File: src/rtl/fp_divide_iter.sv
// fp_divide_iter: iterative radix-2 IEEE-754 divider (one quotient bit per cycle) with normalise/round stages.
// Optional feature macro FPDIV_DENORMAL_EN: full subnormal support; when undefined subnormals flush to signed zero.
module fp_divide_iter #(
    parameter int EXP_W  = 8,
    parameter int FRAC_W = 23,
    parameter int TAG_W  = 4
) (
    input  logic                  clk,
    input  logic                  rst_n,
    input  logic                  ce,
    input  logic                  in_valid,
    output logic                  in_ready,
    input  logic [EXP_W+FRAC_W:0] a,
    input  logic [EXP_W+FRAC_W:0] b,
    input  logic [2:0]            rm,
    input  logic [TAG_W-1:0]      in_tag,
    output logic                  out_valid,
    input  logic                  out_ready,
    output logic [EXP_W+FRAC_W:0] o,
    output logic [4:0]            flags,
    output logic [TAG_W-1:0]      out_tag
);
    localparam int W  = 1 + EXP_W + FRAC_W;
    localparam int MW = FRAC_W + 1;
    localparam int QW = FRAC_W + 3;
    localparam int EW = EXP_W + 2;
    localparam int CW = $clog2(QW + 1);
    localparam logic [EXP_W-1:0] EXP_ONES = '1;
    localparam logic [EXP_W-1:0] EXP_MAXF = {{(EXP_W-1){1'b1}}, 1'b0};
    localparam logic [EW-1:0]    EMAX     = {2'b00, EXP_ONES};
    localparam logic [EW-1:0]    BIAS     = {3'b000, {(EXP_W-1){1'b1}}};
    localparam logic [W-1:0]     QBIT     = {{(EXP_W+1){1'b0}}, 1'b1, {(FRAC_W-1){1'b0}}};
    localparam logic [W-1:0]     QNAN     = {1'b0, EXP_ONES, 1'b1, {(FRAC_W-1){1'b0}}};

    typedef enum logic [2:0] {S_IDLE, S_UNPACK, S_PRENORM, S_DIV, S_NORM, S_ROUND, S_DONE} state_t;

    state_t           state_q, state_d;
    logic [W-1:0]     a_q, a_d, b_q, b_d, o_q, o_d;
    logic [2:0]       rm_q, rm_d;
    logic [TAG_W-1:0] tag_q, tag_d, out_tag_q, out_tag_d;
    logic [4:0]       flags_q, flags_d;
    logic             sign_q, sign_d, special_q, special_d, sticky_q, sticky_d, tiny_q, tiny_d;
    logic [EW-1:0]    exp_q, exp_d;
    logic [MW:0]      rem_q, rem_d;
    logic [MW-1:0]    div_q, div_d;
    logic [QW-1:0]    quo_q, quo_d;
    logic [CW-1:0]    cnt_q, cnt_d;

    logic accept;
    assign in_ready  = (state_q == S_IDLE) || ((state_q == S_DONE) && out_ready);
    assign out_valid = (state_q == S_DONE);
    assign accept    = ce && in_valid && in_ready;
    assign o         = o_q;
    assign flags     = flags_q;
    assign out_tag   = out_tag_q;

    // Operand decode and special-case classification
    logic sa, sb, sgn, a_nan, b_nan, a_inf, b_inf, a_zero, b_zero, special;
    logic [EXP_W-1:0]  ea, eb, ea_eff, eb_eff;
    logic [FRAC_W-1:0] fa, fb;
    logic [W-1:0]      spec_res;
    logic [4:0]        spec_flags;
    assign {sa, ea, fa} = a_q;
    assign {sb, eb, fb} = b_q;
    assign sgn    = sa ^ sb;
    assign a_nan  = (ea == EXP_ONES) && (fa != '0);
    assign b_nan  = (eb == EXP_ONES) && (fb != '0);
    assign a_inf  = (ea == EXP_ONES) && (fa == '0);
    assign b_inf  = (eb == EXP_ONES) && (fb == '0);
`ifdef FPDIV_DENORMAL_EN
    assign a_zero = (ea == '0) && (fa == '0);
    assign b_zero = (eb == '0) && (fb == '0);
`else
    assign a_zero = (ea == '0);
    assign b_zero = (eb == '0);
`endif
    assign ea_eff = (ea == '0) ? EXP_W'(1) : ea;
    assign eb_eff = (eb == '0) ? EXP_W'(1) : eb;

    always_comb begin
        special    = 1'b1;
        spec_res   = '0;
        spec_flags = '0;
        if (a_nan) begin
            spec_res   = a_q | QBIT;
            spec_flags = {~fa[FRAC_W-1], 4'b0000};
        end else if (b_nan) begin
            spec_res   = b_q | QBIT;
            spec_flags = {~fb[FRAC_W-1], 4'b0000};
        end else if ((a_zero && b_zero) || (a_inf && b_inf)) begin
            spec_res   = QNAN;
            spec_flags = 5'b10000;
        end else if (a_inf) begin
            spec_res   = {sgn, EXP_ONES, {FRAC_W{1'b0}}};
        end else if (b_zero) begin
            spec_res   = {sgn, EXP_ONES, {FRAC_W{1'b0}}};
            spec_flags = 5'b01000;
        end else if (b_inf || a_zero) begin
            spec_res   = {sgn, {(W-1){1'b0}}};
        end else begin
            special    = 1'b0;
        end
    end

    // Restoring divide step: remainder stays below twice the divisor
    logic          rem_ge;
    logic [MW:0]   rem_sub;
    assign rem_ge  = rem_q >= {1'b0, div_q};
    assign rem_sub = rem_ge ? rem_q - {1'b0, div_q} : rem_q;

`ifdef FPDIV_DENORMAL_EN
    function automatic logic [EW-1:0] lzc(input logic [MW-1:0] v);
        logic [EW-1:0] n;
        n = EW'(MW);
        for (int i = 0; i < MW; i++)
            if (v[i]) n = EW'(MW - 1 - i);
        return n;
    endfunction
    logic [EW-1:0] lz_a, lz_b, norm_sh;
    assign lz_a = lzc(rem_q[MW-1:0]);
    assign lz_b = lzc(div_q);
`endif

    logic [QW-1:0] norm_quo;
    logic [EW-1:0] norm_exp;
    logic          norm_stk;
    always_comb begin
        norm_quo = quo_q;
        norm_exp = exp_q;
        norm_stk = |rem_q;
        if (!quo_q[QW-1]) begin
            norm_quo = {quo_q[QW-2:0], 1'b0};
            norm_exp = exp_q - EW'(1);
        end
`ifdef FPDIV_DENORMAL_EN
        norm_sh = '0;
        if (norm_exp[EW-1] || (norm_exp == '0)) begin
            norm_sh = EW'(1) - norm_exp;
            if (norm_sh > EW'(QW)) norm_sh = EW'(QW);
            for (int i = 0; i < QW; i++)
                if (EW'(i) < norm_sh) norm_stk = norm_stk | norm_quo[i];
            norm_quo = norm_quo >> norm_sh;
            norm_exp = '0;
        end
`endif
    end

    // Rounding: {exp,frac} is incremented as one field so a mantissa carry bumps the exponent
    logic [FRAC_W-1:0] frac_r;
    logic              rnd_g, rnd_s, rnd_inc, ovf, ov_inf, nx, uf;
    logic [W-1:0]      mag_r, rnd_o;
    logic [4:0]        rnd_flags;
    assign frac_r = quo_q[QW-2:2];
    assign rnd_g  = quo_q[1];
    assign rnd_s  = quo_q[0] | sticky_q;
    assign nx     = rnd_g | rnd_s;
    assign mag_r  = {1'b0, exp_q[EXP_W-1:0], frac_r} + {{(W-1){1'b0}}, rnd_inc};
    assign ovf    = (!exp_q[EW-1] && (exp_q >= EMAX)) || mag_r[W-1] ||
                    (mag_r[FRAC_W +: EXP_W] == EXP_ONES);
`ifdef FPDIV_DENORMAL_EN
    assign uf     = (mag_r[FRAC_W +: EXP_W] == '0) && nx;
`else
    assign uf     = 1'b0;
`endif

    always_comb begin
        case (rm_q)
            3'b001:  begin rnd_inc = 1'b0;                  ov_inf = 1'b0;    end
            3'b010:  begin rnd_inc = sign_q & nx;           ov_inf = sign_q;  end
            3'b011:  begin rnd_inc = ~sign_q & nx;          ov_inf = ~sign_q; end
            3'b100:  begin rnd_inc = rnd_g;                 ov_inf = 1'b1;    end
            default: begin rnd_inc = rnd_g & (rnd_s | frac_r[0]); ov_inf = 1'b1; end
        endcase
    end

    always_comb begin
        rnd_o     = {sign_q, mag_r[W-2:0]};
        rnd_flags = {3'b000, uf, nx};
        if (ovf) begin
            rnd_o     = ov_inf ? {sign_q, EXP_ONES, {FRAC_W{1'b0}}} : {sign_q, EXP_MAXF, {FRAC_W{1'b1}}};
            rnd_flags = 5'b00101;
        end
`ifndef FPDIV_DENORMAL_EN
        if (tiny_q) begin
            rnd_o     = {sign_q, {(W-1){1'b0}}};
            rnd_flags = 5'b00011;
        end
`endif
    end

    always_comb begin
        state_d = state_q;  a_d = a_q;  b_d = b_q;  rm_d = rm_q;  tag_d = tag_q;
        o_d = o_q;  flags_d = flags_q;  out_tag_d = out_tag_q;
        sign_d = sign_q;  special_d = special_q;  sticky_d = sticky_q;  tiny_d = tiny_q;
        exp_d = exp_q;  rem_d = rem_q;  div_d = div_q;  quo_d = quo_q;  cnt_d = cnt_q;
        if (ce) begin
            case (state_q)
                S_IDLE: if (accept) state_d = S_UNPACK;
                S_UNPACK: begin
                    sign_d    = sgn;
                    exp_d     = {2'b00, ea_eff} - {2'b00, eb_eff} + BIAS;
                    rem_d     = {1'b0, (ea != '0), fa};
                    div_d     = {(eb != '0), fb};
                    cnt_d     = CW'(QW - 1);
                    special_d = special;
                    if (special) begin
                        // Specials share the ROUND hand-off so every result leaves the same way
                        o_d     = spec_res;
                        flags_d = spec_flags;
                        state_d = S_ROUND;
                    end else begin
`ifdef FPDIV_DENORMAL_EN
                        state_d = S_PRENORM;
`else
                        state_d = S_DIV;
`endif
                    end
                end
`ifdef FPDIV_DENORMAL_EN
                S_PRENORM: begin
                    rem_d   = {1'b0, rem_q[MW-1:0] << lz_a};
                    div_d   = div_q << lz_b;
                    exp_d   = exp_q - lz_a + lz_b;
                    state_d = S_DIV;
                end
`endif
                S_DIV: begin
                    rem_d = rem_sub << 1;
                    quo_d = {quo_q[QW-2:0], rem_ge};
                    cnt_d = cnt_q - CW'(1);
                    if (cnt_q == '0) state_d = S_NORM;
                end
                S_NORM: begin
                    quo_d    = norm_quo;
                    exp_d    = norm_exp;
                    sticky_d = norm_stk;
                    tiny_d   = norm_exp[EW-1] || (norm_exp == '0);
                    state_d  = S_ROUND;
                end
                S_ROUND: begin
                    out_tag_d = tag_q;
                    if (!special_q) begin
                        o_d     = rnd_o;
                        flags_d = rnd_flags;
                    end
                    state_d = S_DONE;
                end
                S_DONE: if (out_ready) state_d = accept ? S_UNPACK : S_IDLE;
                default: state_d = S_IDLE;
            endcase
            if (accept) begin
                a_d   = a;
                b_d   = b;
                rm_d  = rm;
                tag_d = in_tag;
            end
        end
    end

    always_ff @(posedge clk or negedge rst_n) begin
        if (!rst_n) begin
            state_q <= S_IDLE;  a_q <= '0;  b_q <= '0;  rm_q <= '0;  tag_q <= '0;
            o_q <= '0;  flags_q <= '0;  out_tag_q <= '0;
            sign_q <= 1'b0;  special_q <= 1'b0;  sticky_q <= 1'b0;  tiny_q <= 1'b0;
            exp_q <= '0;  rem_q <= '0;  div_q <= '0;  quo_q <= '0;  cnt_q <= '0;
        end else begin
            state_q <= state_d;  a_q <= a_d;  b_q <= b_d;  rm_q <= rm_d;  tag_q <= tag_d;
            o_q <= o_d;  flags_q <= flags_d;  out_tag_q <= out_tag_d;
            sign_q <= sign_d;  special_q <= special_d;  sticky_q <= sticky_d;  tiny_q <= tiny_d;
            exp_q <= exp_d;  rem_q <= rem_d;  div_q <= div_d;  quo_q <= quo_d;  cnt_q <= cnt_d;
        end
    end
endmodule
File: config.mk
export PLATFORM = sky130hd
export DESIGN_NAME = fp_divide_iter
export DESIGN_NICKNAME = d
export VERILOG_FILES = /design/src/rtl/fp_divide_iter.sv
export SDC_FILE = /design/constraint.sdc
export NUM_CORES = 1
export LEC_CHECK = 0
export CAP_MARGIN = 0
export CORE_ASPECT_RATIO = 0.6
export CORE_MARGIN = 4
export CORE_UTILIZATION = 46
export CTS_CLUSTER_DIAMETER = 80
export CTS_CLUSTER_SIZE = 30
export DETAILED_ROUTE_END_ITERATION = 12
export PLACE_DENSITY = 0.74
export SLEW_MARGIN = 20
export SYNTH_ARGS = -nofsm -noshare
export SYNTH_HDL_FRONTEND = slang
export SYNTH_SLANG_ARGS = --single-unit
File: constraint.sdc
create_clock -name clk -period 9.7 [get_ports clk]
set_clock_uncertainty 0.1 [all_clocks]
set_input_delay 1.455 -clock clk [delete_from_list [all_inputs] [get_ports clk]]
set_output_delay 1.455 -clock clk [all_outputs]
set_load 0.03 [all_outputs]
-- Yosys cells after proc, flatten, opt, wreduce, memory -nomap -nowiden
Index checks and enable logic that the tools add are counted.
- input bits: 76
- word-level logic and storage cells: 142
- output and inout port bits: 43
- flip-flop bits (word level): 209
- bitwise logic cells: 10
- equal/unequal tests: 18
- magnitude comparators: 2
- mux-type cells: 45
- reductions and logical operators: 43
- add/subtract/negate cells: 6
- operators by type and width (cell ; count):
    $mux 32 ; 8
    $pmux 32 s2 ; 1
    $mux 31 ; 2
    $pmux 26 s2 ; 1
    $pmux 25 s2 ; 1
    $mux 24 ; 2
    $logic_not 23->1 ; 2
    $reduce_bool 23->1 ; 2
    $add 31x1->32 ; 1
    $mux 5 ; 6
    $mux 26 ; 1
    $ge 25x24->1 ; 1
    $reduce_or 25->1 ; 1
    $eq 8x8->1 const B ; 3
    $sub 24x24->24 ; 1
    $pmux 10 s2 ; 1
    $pmux 5 s2 ; 2
    $pmux 3 s6 ; 1
    $logic_not 8->1 ; 2
    $mux 8 ; 2
    $reduce_bool 8->1 ; 2
    $mux 3 ; 5
    $reduce_and 2->1 ; 7
    $eq 3x3->1 const B ; 4
    other kinds (27) ; 65

-- Longest topological paths before layout
Gate-level depths: netlist of the first run.
- depth in word-level cells: 11
- gate-level depth with buffers: 17
- depth with buffers taken out: 15

-- Least setup slack after synthesis of the first run
OpenSTA, ideal clock, no wires.
- kind: input -> output
- start point: input port out_ready
- end point: output port in_ready
- setup slack: 6.107 ns
- path buffers: 0
- required time: 8.145 ns
- data arrival time: 2.038 ns
- stages on the path: 2
- path through: nand3_1 -> a21oi_1
- cells in the longest elaborated chain, start to end: 2
- RTL lines (item ; line ; source):
    from (decl) ; 18 ; input logic out_ready,
    $logic_and 1x1->1 ; 50 ; assign in_ready = (state_q == S_IDLE) || ((state_q == S_DONE) && out_ready);
    $logic_or 1x1->1 ; 50 ;
    to (decl) ; 12 ; output logic in_ready,
Every way passes these cells.

-- Final worst setup path of the first run
Ends and elaborated chain as after synthesis.

==> run_results.csv, run 1 <==
group,metric,value,unit
critical_path,crit_required,8.15,ns
critical_path,r2r-end,"o[4]",
synthesis,post-synth-top-count-cell,"dfrtp_1",
synthesis,synthTopCellsByArea,"dfrtp_1 (43%), mux2_2 (8.3%), nand2_1 (4.2%)",
sta,period_share,46.3,%
detailed_routing,drtIter0Drc,1236,
sta,worst_slack,5.21,ns
floorplan,die_w,218,µm
critical_path,critical_path.top_delay_family,"buffers and inverters",
critical_path,crit_slowest_cell,"clkdlybuf4s50_1",
synthesis,ys.flop_type,"dfrtp_1",
clocking,clock-sinks,209,
critical_path,cp_common_cell,"clkdlybuf4s50_1",
detailed_routing,wire_per_inst,20.5,µm
grt,grt_pass1_wl,54.8,mm
grt,antenna_found_initial,0,
synthesis,synth_edf_count,0,
placement,dp_hpwl,25.6,mm
sta,finalHoldViolCount,0,
power_and_ir_drop,total_power,5.05,mW
floorplan,io_pins,119,
status,status,"completed",
critical_path,worst-setup-path-type,"input port to primary output",
clocking,cts_setup_buffers,0,
synthesis,netlist_top_cells_count,"dfrtp_1 (209), nand2_1 (135), nor2_1 (100)",
run,drv_cap,0,
synthesis,synth_top_area_share,42.9,%
synthesis,syn_area_per_cell,9.71,µm²
sta,min_period,4.49,ns
power_and_ir_drop,p_leak,5.93,nW
clocking,cts.clk_slew.worst_paths,0.12,ns
clocking,ctsHoldBuffers,0,
sta,max_freq,223,MHz
critical_path,endpoint_kind,"primary output",
final_layout,final_util,54.4,%
sta,rsz0062_at_grt,"no",
floorplan,die_h,134,µm
placement,io_buffers,118,
placement,place_congestion,0.956,
clocking,cts_repair_resize_count,0,
grt,grt_max_degree,81,
critical_path,cp_num_buf_inv,2,
floorplan,start_util,47.5,%
power_and_ir_drop,power_density,361,mW/mm²
sta,final-setup-viol-count,0,
sta,max-slew-margin-rel,26.8,%
critical_path,path_cells,"clkdlybuf4s50_1 > nand3_1 > a21oi_1 > clkdlybuf4s50_1",
detailed_routing,vias,10200,
critical_path,cp.arrival,2.93,ns
final_layout,drive_gt1_share,12.3,%
floorplan,die_area,0.0293,mm²
sta,whs,0.402,ns
grt,track_usage,23.3,%
min_path,min_from,"o[18]",
synthesis,syn_nets,1374,
critical_path,reg2reg_slack,5.49,ns
placement,dp_slack,4.48,ns
critical_path,reg2regPathDepth,15,
clocking,clockBufferDepth,3,
critical_path,reg2reg_from,"sign_q",
synthesis,ys_seq_area_share,42.9,%
critical_path,crit_path_max_incr_delay,0.70,ns
grt,grt_pass1_vias,9688,
sta,report.final.slew_viol_count,0,
clocking,clock_latency,0.49,ns
min_path,min_path_type,"register to register",
sta,finalSetupTns,0,ns
synthesis,synthCells,1257,
min_path,worstHoldEndpoint,"o[18]",
floorplan,rows,45,
detailed_routing,first_pass_iters,5,
synthesis,netlist_area,0.0122,mm²
synthesis,ys_ff_latch,209,
clocking,root_buffer,"clkbuf_16",
detailed_routing,antenna_left,0,
grt,overflow,0,
detailed_routing,drc,0,
final_layout,stdcell_count,1681,
min_path,min_path_cells,2,
final_layout,area_growth,14.5,%
critical_path,startpoint_type,"input port",
final_layout,fin_nets,1443,
floorplan,core,0.0257,mm²
synthesis,async_reset_ff_share,100,%
clocking,numCtsBuffers,11,
power_and_ir_drop,ir_drop,0.189,mV
critical_path,cp_max_fo,2,
placement,place_area,0.0136,mm²
placement,placedCellCount,1665,
clocking,htree_levels,1,
detailed_routing,wl,34.5,mm
synthesis,ys_types,81,
clocking,cts_tree,"done",
synthesis,yosysTopAreaCell,"dfrtp_1",
sta,tightest_slew,1.10,ns
synthesis,yosysWarningCount,0,
detailed_routing,vias_per_cell,6.08,
final_layout,fin_area,0.0140,mm²
[area by class of cell]
cell class	instances	area [µm²]
multi-input cells	921	6500
fillers	2274	11700
well taps	352	440
clock buffers	12	289
repair buffers	130	1270
inverters	53	199
diodes	1	2.50
flip-flops and latches	209	5230
clock inverters	3	41.3
[registers in the layout, summed over array words and instances (netlist names)]
register and cells:
quo_q 26, tiny_q 1, exp_q 10, a_q 32, b_q 32, special_q 1
flags 5, tag_q 4, rem_q 25, state_q 3, sticky_q 1, o 32
out_tag 4, cnt_q 5, div_q 24, rm_q 3, sign_q 1
[worst register-to-register path: cells and delay by family (launching register included)]
kind | cells | cell delay (ns)
adder cells (fa/ha/maj) | 2 | 0.42
AO/OA/AOI/OAI | 5 | 1.36
XOR/XNOR | 2 | 0.38
buffers and inverters | 1 | 0.36
AND/OR/NAND/NOR | 5 | 0.96
flip-flops | 1 | 0.49
[routing by layer]
metal  up-vias  share of wire (%)  GRT usage (%)
met2       501                 40           31.2
met5         -                  0          0.667
met3        51                9.9           5.25
li1       4670                  -              -
met4         0                2.1           4.67
met1      4992                 48           37.9
[cells by family after synthesis]
logic type                 after synthesis  share of synthesized area [%]
AOI/OAI and AO/OA                      303                           17.4
xor gates and xnor gates                63                           4.64
adders and majority gates               41                           4.33
buffers and inverters                  127                           4.39
DFF                                    209                           42.9
muxes                                  115                           10.4
and+or+nand+nor                        399                           16.0
[where the power goes]
group	internal (mW)	switching, mW	total (mW)
combinational	1.22	1.61	2.83
sequential	1.23	0.470	1.70
clock	0.223	0.300	0.523
[cell usage in the layout, fill, tap and decap left out, types with 8 or more instances in the layout]
master           synthesis  routed
nand2b_1                12      12
o21ai_0                 72      72
xor2_1                  22      22
o221ai_1                 9       9
nor2_1                 100      99
mux2_2                  90      90
clkdlybuf4s50_1          0     117
a22oi_1                 24      24
a21o_1                  17      17
inv_1                   52      52
nor4_1                  22      22
nand4_1                 23      23
o22ai_1                  8       8
nor3_1                  27      26
o22a_1                   8       8
o21ai_1                 13      12
a211oi_1                16      16
xnor2_1                 40      40
o221ai_2                14      14
buf_4                    3      12
mux2i_1                 23      23
ha_1                    39      39
clkbuf_16                0      11
a21oi_1                 65      63
nand2_1                135     134
dfrtp_1                209     209
nand3_1                 26      26
[worst max-delay path by stage]
stage | cells past startpoint | start | end
CTS | 9 | ce | o[3]
detailed placement | 9 | ce | o[3]
floorplan | 2 | out_ready | in_ready
global placement | 9 | ce | o[7]
finish | 4 | out_ready | in_ready
global route | 9 | ce | o[0]
Note: power is estimated with default switching activity, not from simulation.
==> inputs of run 2 (changes only) <==
==> constraint.sdc (replaced) <==
create_clock -name clk -period 4.2 [get_ports clk]
set_clock_uncertainty 0.1 [all_clocks]
set_input_delay 0.63 -clock clk [delete_from_list [all_inputs] [get_ports clk]]
set_output_delay 0.63 -clock clk [all_outputs]
set_load 0.03 [all_outputs]
==> run 2 against run 1 <==
Against the previous run: clock-buffer cell count stayed put; sequential power is 130% higher; sequential share of layout area is 0.097 points lower; clock power is 130% higher; register-to-register slack worse by 5.0 ns; worst hold slack worse by 0.26 ns; final area is 0.26% higher; sequential cell count stayed put; wire length is 2.1% higher; global-route usage is 0.48 points higher; critical path type is now register to register.
==> run_results.csv, run 2 (synthesized netlist as in run 1, its figures left out) <==
group,metric,value,unit
critical_path,startpoint_type,"register",
critical_path,reg2reg_slack,0.49,ns
critical_path,reg2regPathDepth,13,
floorplan,io_pins,119,
placement,dp_hpwl,26.9,mm
critical_path,reg2reg_from,"rm_q[0]",
floorplan,start_util,47.5,%
sta,final-setup-viol-count,0,
grt,antenna_found_initial,0,
grt,grt_max_degree,101,
placement,dp_slack,0.555,ns
placement,placedCellCount,1673,
final_layout,final_util,54.6,%
critical_path,crit_required,4.43,ns
sta,finalSetupTns,0,ns
final_layout,fin_nets,1451,
sta,report.final.slew_viol_count,0,
critical_path,worst-setup-path-type,"register to register",
power_and_ir_drop,total_power,11.7,mW
grt,track_usage,23.8,%
clocking,htree_levels,1,
sta,max_freq,270,MHz
clocking,cts.clk_slew.worst_paths,0.11,ns
clocking,cts_tree,"done",
detailed_routing,antenna_left,0,
min_path,min_path_type,"input port to async pin",
placement,place_area,0.0137,mm²
grt,grt_pass1_vias,9437,
clocking,clockBufferDepth,3,
floorplan,core,0.0257,mm²
detailed_routing,vias_per_cell,6.04,
sta,worst_slack,0.494,ns
sta,tightest_slew,0.954,ns
grt,overflow,0,
clocking,ctsHoldBuffers,0,
detailed_routing,wl,35.2,mm
sta,period_share,88.2,%
final_layout,area_growth,14.8,%
clocking,cts_setup_buffers,0,
final_layout,fillCellCount,2327,
detailed_routing,drc,0,
clocking,clock-sinks,209,
sta,max-slew-margin-rel,35.9,%
placement,io_buffers,118,
power_and_ir_drop,ir_drop,0.361,mV
final_layout,diodes,0,
clocking,cts_repair_resize_count,0,
final_layout,fin_area,0.0140,mm²
status,status,"completed",
grt,grt_pass1_wl,55.5,mm
power_and_ir_drop,p_leak,5.96,nW
final_layout,layout_common_cells,"dfrtp_1 (209), nand2_1 (135), clkdlybuf4s50_1 (117)",
floorplan,die_area,0.0293,mm²
clocking,numCtsBuffers,11,
floorplan,die_w,218,µm
run,drv_cap,0,
detailed_routing,drtIter0Drc,1017,
sta,rsz0062_at_grt,"no",
detailed_routing,wire_per_inst,20.9,µm
critical_path,cp.arrival,3.94,ns
clocking,root_buffer,"clkbuf_16",
floorplan,rows,45,
detailed_routing,first_pass_iters,5,
final_layout,stdcell_count,1688,
final_layout,final_common_cell,"dfrtp_1",
clocking,clock_latency,0.48,ns
critical_path,endpoint_kind,"register",
final_layout,drive_gt1_share,12.6,%
sta,finalHoldViolCount,0,
sta,min_period,3.71,ns
detailed_routing,vias,10200,
critical_path,r2r-end,"o[5]",
placement,place_congestion,0.955,
power_and_ir_drop,power_density,836,mW/mm²
floorplan,die_h,134,µm
critical_path,cp_max_fo,23,
sta,whs,0.144,ns
## run 2: changes by cell type in the layout (fill, tap and decap cells not counted), sizes merged
cell,previous run,this run
buf,12,20
inv,53,55
clkinv,3,1
diode,1,0
## run 2: critical path: stages (launching register included)
cell and delay [ns]:
dfrtp_1 0.45, nor3b_1 0.25, nor2_1 0.07, nand2_1 0.07, a211oi_1 0.07, a21oi_1 0.13
ha_1 0.18, and3_1 0.21, nand3_1 0.22, nor3_4 0.40, a31oi_1 0.19, o41ai_4 0.39
a211o_2 0.59, o221ai_1 0.24
## run 2: area by class of cell
| cell class | count | area, µm² | area share (%) |
|---|---|---|---|
| clock buffer | 12 | 279 | 1.99 |
| inverter | 53 | 199 | 1.42 |
| clock inverter | 3 | 36.3 | 0.259 |
| multi-input combinational | 921 | 6480 | 46.2 |
| sequential | 209 | 5230 | 37.3 |
| timing repair buffer | 138 | 1350 | 9.62 |
| tap | 352 | 440 | 3.14 |
## run 2: worst max path at each step
stage | from | depth (start not counted) | end | slack, ns
floorplan | a_q[24] | 12 | exp_q[9] | 1.15
global placement | rm_q[0] | 14 | o[7] | 0.71
detailed placement | rm_q[0] | 13 | o[5] | 0.55
CTS | rm_q[0] | 13 | o[5] | 0.51
global route | rm_q[0] | 13 | o[6] | 0.23
finish | rm_q[0] | 13 | o[5] | 0.49
## run 2: layer usage
layer	share of wire, %	GRT usage, %	vias up
met5	0	0	-
met4	1.3	3.12	0
met3	11	5.37	30
met2	40	32.0	502
met1	48	39.2	4976
li1	-	-	4683
## run 2: power by group
part / switching [mW] / internal, mW
combinational: 3.75 / 2.85
clock: 0.690 / 0.503
sequential: 1.09 / 2.84
total: 5.52 / 6.19
